## src/rtl/sprite_addr_gen.sv

```systemverilog
// Sprite ROM address generator: tracks board square/offset from the scan position,
// holds the 8x8 board state and aligns per-pixel flags with the ROM read data.
module sprite_addr_gen #(
  parameter int BOARD_X0 = 140,
  parameter int BOARD_Y0 = 60,
  parameter int SQ_PIX   = 45,
  parameter int EMPTY    = 12
) (
  input  logic        Clk,
  input  logic        Reset,
  input  logic [9:0]  DrawX,
  input  logic [9:0]  DrawY,
  input  logic        wr_en,
  input  logic [5:0]  wr_square,
  input  logic [3:0]  wr_piece,
  input  logic [5:0]  cursor_square,
  output logic [14:0] read_address,
  output logic        in_board_d,
  output logic        dark_sq_d,
  output logic        cursor_hit_d
);

  localparam logic [9:0]  X0         = 10'(BOARD_X0);
  localparam logic [9:0]  Y0         = 10'(BOARD_Y0);
  localparam logic [9:0]  X_LAST     = 10'(BOARD_X0 + 8*SQ_PIX - 1);
  localparam logic [9:0]  Y_LAST     = 10'(BOARD_Y0 + 8*SQ_PIX - 1);
  localparam logic [5:0]  OFF_MAX    = 6'(SQ_PIX - 1);
  localparam logic [14:0] EMPTY_BASE = 15'(EMPTY*SQ_PIX*SQ_PIX);

  function automatic logic [14:0] piece_base(input logic [3:0] code);
    logic [3:0] c;
    c = (code > 4'(EMPTY)) ? 4'(EMPTY) : code;
    return 15'(c) * 15'(SQ_PIX*SQ_PIX);
  endfunction

  function automatic logic [3:0] start_piece(input logic [5:0] idx);
    logic [3:0] p;
    case (idx[5:3])
      3'd0: case (idx[2:0])
              3'd0, 3'd7: p = 4'd0;
              3'd1, 3'd6: p = 4'd1;
              3'd2, 3'd5: p = 4'd2;
              3'd3:       p = 4'd3;
              default:    p = 4'd4;
            endcase
      3'd1: p = 4'd5;
      3'd6: p = 4'd6;
      3'd7: case (idx[2:0])
              3'd0, 3'd7: p = 4'd7;
              3'd1, 3'd6: p = 4'd8;
              3'd2, 3'd5: p = 4'd9;
              3'd3:       p = 4'd10;
              default:    p = 4'd11;
            endcase
      default: p = 4'(EMPTY);
    endcase
    return p;
  endfunction

  logic [3:0]  board [64];
  logic [5:0]  col_off, row_off;
  logic [2:0]  sq_col, sq_row;
  logic        in_b, synced;
  logic        in_b2, dark2, hit2;
  logic        x_start, y_start, x_tail, y_tail, in_rng;
  logic [5:0]  sq_idx;
  logic [14:0] pix_off;

  always_comb begin
    x_start = (DrawX == X0);
    y_start = (DrawY == Y0);
    x_tail  = (DrawX > X0) && (DrawX <= X_LAST);
    y_tail  = (DrawY > Y0) && (DrawY <= Y_LAST);
    in_rng  = (DrawX >= X0) && (DrawX <= X_LAST) && (DrawY >= Y0) && (DrawY <= Y_LAST);
    sq_idx  = {sq_row, sq_col};
    pix_off = 15'(row_off) * 15'(SQ_PIX) + 15'(col_off);
  end

  // Stage 1: square/offset counters; row counters only step at the line's first board column
  always_ff @(posedge Clk) begin
    if (Reset) begin
      col_off <= '0;
      sq_col  <= '0;
      row_off <= '0;
      sq_row  <= '0;
      in_b    <= 1'b0;
      synced  <= 1'b0;
    end else begin
      if (x_start) begin
        col_off <= '0;
        sq_col  <= '0;
        if (y_start) begin
          row_off <= '0;
          sq_row  <= '0;
        end else if (y_tail) begin
          if (row_off == OFF_MAX) begin
            row_off <= '0;
            sq_row  <= sq_row + 3'd1;
          end else begin
            row_off <= row_off + 6'd1;
          end
        end
      end else if (x_tail) begin
        if (col_off == OFF_MAX) begin
          col_off <= '0;
          sq_col  <= sq_col + 3'd1;
        end else begin
          col_off <= col_off + 6'd1;
        end
      end
      if (x_start && y_start) synced <= 1'b1;
      in_b <= in_rng && (synced || (x_start && y_start));
    end
  end

  // Board state; a stage-2 read in the write cycle sees the old piece
  always_ff @(posedge Clk) begin
    if (Reset) begin
      for (int i = 0; i < 64; i++) board[i] <= start_piece(6'(i));
    end else if (wr_en) begin
      board[wr_square] <= wr_piece;
    end
  end

  // Stage 2 address, stage 3 flag alignment with ROM data
  always_ff @(posedge Clk) begin
    if (Reset) begin
      read_address <= '0;
      in_b2        <= 1'b0;
      dark2        <= 1'b0;
      hit2         <= 1'b0;
      in_board_d   <= 1'b0;
      dark_sq_d    <= 1'b0;
      cursor_hit_d <= 1'b0;
    end else begin
      read_address <= in_b ? piece_base(board[sq_idx]) + pix_off : EMPTY_BASE;
      in_b2        <= in_b;
      dark2        <= in_b && (sq_row[0] ^ sq_col[0]);
      hit2         <= in_b && (sq_idx == cursor_square);
      in_board_d   <= in_b2;
      dark_sq_d    <= dark2;
      cursor_hit_d <= hit2;
    end
  end

endmodule

```

## config.mk

```make
export PLATFORM = sky130hd
export DESIGN_NAME = sprite_addr_gen
export DESIGN_NICKNAME = d
export VERILOG_FILES = /design/src/rtl/sprite_addr_gen.sv
export SDC_FILE = /design/constraint.sdc
export NUM_CORES = 1
export LEC_CHECK = 0
export ABC_AREA = 1
export CORE_ASPECT_RATIO = 1.2
export CORE_MARGIN = 2
export CORE_UTILIZATION = 35
export CTS_BUF_LIST = sky130_fd_sc_hd__clkbuf_2
export DETAILED_ROUTE_END_ITERATION = 10
export PLACE_DENSITY = 0.55
export SYNTH_ARGS = -nofsm -noshare
export SYNTH_HDL_FRONTEND = slang
export SYNTH_SLANG_ARGS = --single-unit
```

## constraint.sdc

```tcl
create_clock -name Clk -period 6.05 [get_ports Clk]
set_input_delay 1.21 -clock Clk [delete_from_list [all_inputs] [get_ports Clk]]
set_output_delay 1.21 -clock Clk [all_outputs]
set_load 0.1 [all_outputs]
```

==> results of run 1 <==
[state kept, by name, summed over array words and instances, names as in the netlist]
name / flops
board: 256
read_address: 15
col_off: 6
row_off: 6
sq_col: 3
sq_row: 3
cursor_hit_d: 1
dark2: 1
dark_sq_d: 1
hit2: 1
in_b: 1
in_b2: 1
in_board_d: 1
synced: 1
[through the flow]
stage / hold WS, ns / util [%] / setup WS [ns]
after detailed placement: 0.400 / 38.2 / 0.159
after CTS: 0.413 / 39.6 / 0.108
after global placement: 0.396 / 38.2 / 0.146
final: 0.412 / 39.9 / 0.307
after global routing: 0.425 / 39.9 / -0.00649
after floorplan: 0.388 / - / 0.770
[kinds of logic after synthesis]
group | after synthesis | share of synthesized area (%)
xor gates and xnor gates | 11 | 0.604
adders and majority gates | 87 | 8.23
DFF | 297 | 53.3
AOI/OAI and AO/OA | 140 | 4.85
buffers and inverters | 297 | 7.90
and+or+nand+nor | 979 | 25.1
[area by class of cell]
class,instances,area [sq um]
inverter,207,787
timing repair buffer,98,1080
multi-input combinational,1217,6200
sequential,297,8510
clock buffer,105,526
clock inverter,19,75.1
antenna,1,2.50
tap,609,762
fill,4547,27000
[power by group]
group          internal (mW)  leakage, nW  switching (mW)
Sequential              2.31         2.84          0.0353
Clock                  0.462        0.478           0.821
Combinational          0.175         3.93           0.341
[layout by cell type (no fill, tap or decap), types with 14 or more instances in the layout]
cell type / synthesis / routed
fa_1: 30 / 30
clkbuf_2: 0 / 105
ha_1: 57 / 55
nand2_1: 477 / 476
dfxtp_1: 41 / 39
nor3_1: 18 / 18
clkinv_1: 0 / 14
nand3_1: 177 / 177
o21ai_1: 15 / 18
inv_1: 198 / 197
buf_4: 8 / 27
nor2_1: 283 / 283
edfxtp_1: 256 / 256
o21ai_0: 56 / 52
a21oi_1: 33 / 33
o22ai_1: 16 / 16
clkdlybuf4s50_1: 0 / 56
[metal layers]
metal	routed length, um	track usage [%]	up-vias
met5	0	0	-
met3	2860	3.34	114
met4	1940	10.2	0
li1	-	-	6128
met2	22500	33.6	457
met1	17400	21.4	5918
[worst paths after layout]
check | from | endpoint | slack [ns] | cells after the start
worst min register to register | in_b2 | in_board_d | 0.41 | 2
worst min-delay path | in_b2 | in_board_d | 0.41 | 2
worst max-delay path | sq_col[0] | read_address[11] | 0.31 | 32
worst max register to register | sq_col[0] | read_address[11] | 0.31 | 32
[what timing repair did]
item	4_1_cts	5_1_grt
gates resized for setup	0	12
endpoints found under the setup margin	0	3
setup buffers	0	2
[worst max-delay path: cells and delay by family (launching register included)]
kind / cells / cell delay (ns)
adders and majority gates: 7 / 2.65
and+or+nand+nor: 12 / 1.13
buffers and inverters: 9 / 0.81
AOI/OAI and AO/OA: 4 / 0.65
DFF: 1 / 0.40
==> qor.txt, run 1 <==
Slew Viols, Final = 0
Avg WL per Cell = 17.5 um
Final #Nets = 2024
Worst path max stage delay = 0.50 ns
max-capacitance violation count = 0
design area = 0.0179 sq mm
Hold Crit Class = flop to flop
I/O pin total = 57
GRT Util Overall = 18.9%
antenna violations before repair = 1
Synth area leader = edfxtp_1
Worst EP arrival = 6.61 ns
placed insts = 2422
grt ovf = 0
Core ar. = 0.0450 sq mm
run status = complete, no violations
Area contributors post-synth = edfxtp_1 48%, nand2_1 11%, nor2_1 6.7%, nand3_1 5.6%, dfxtp_1 5.1%
CP most frequent cell = nand2_1
Required @ worst endpoint = 6.92 ns
number of synthesized flops with an enable pin = 256
Critical-path top delay cell = fa_1
TritonCTS clock tree = built
power per cell area = 231 mW/mm^2
maximum clock insertion buffer count = 3
Post-DRT Antenna Nets = 0
clk root buf = clkbuf_2
Via density = 4.94
initial DRC count = 892
dpl cell area = 0.0172 sq mm
most frequent cells after synthesis = 477 x nand2_1, 283 x nor2_1, 256 x edfxtp_1, 198 x inv_1, 177 x nand3_1
count leader, synth = nand2_1
VDD IR-drop max = 80.4 uV
Tmin final = 5.74 ns
Worst Setup Path Type = flop to flop
share of cells above drive strength 1 = 9.01%
clk_skew = 0.0862 ns
Synth-to-Final Area Change = 12.5%
first-pass GRT wire length = 67300 um
FFs w/ async S/R, synth = 0%
Final setup viols = 0
Synth top area share = 48.2%
Net Count, Synth = 1937
Finished Layout Cells = 2553
Worst slew margin = 33.5%
CTS buffer count = 77
sequential-to-total area share from yosys stat = 53.3%
critical path peak fanout = 22
# DRC = 0
cells after synthesis = 1811
Syn Area/Cell = 8.81 sq um
Reg clk slew, reported paths = 0.10 ns
post-synthesis cell area = 0.0160 sq mm
area of the die = 0.0473 sq mm
htree depth = 3
largest net degree at the start of global routing = 65
RD Place Congestion = 0.861
Hold Buf Count CTS = 0
Sink Count = 297
Fin Setup TNS = 0 ns
Worst Max-Slew Pin Slew = 0.994 ns
critical path startpoint category = flop
Distinct cells, synth = 43
Seq cells post-synth = 297
vias = 12.6k
Die Wd = 199 um
maximum clock frequency = 174 MHz
Clock Latency Late Sink = 0.98 ns
Crit. End Element = flop
hpwl dp = 29600 um
Initial Utilization = 35.5%
Synth Flop Type = edfxtp_1
PnR Total Power = 4.15 mW
crit share post-route = 94.9%
Die Y-Extent = 238 um
IO buf count = 56
Synth Warn # = 0
Fin. Hold Viols = 0
vias in the first global route = 12.6k
Site Rows = 85
leakage = 7.25 nW
drt pass-1 iters = 7
routed wire length = 44600 um
No activity file was read; power rests on OpenSTA's default activity.
==> run 2: changes to the inputs <==
==> constraint.sdc (replaced) <==
create_clock -name Clk -period 6.05 [get_ports Clk]
set_input_delay 1.21 -clock Clk [delete_from_list [all_inputs] [get_ports Clk]]
set_output_delay 1.21 -clock Clk [all_outputs]
set_load 0.005 [all_outputs]
==> results of run 2 <==
The final DEF is identical to that of run 1. Status: complete, no violations.
Among the figures that moved: total power 4.15 mW -> 4.12 mW
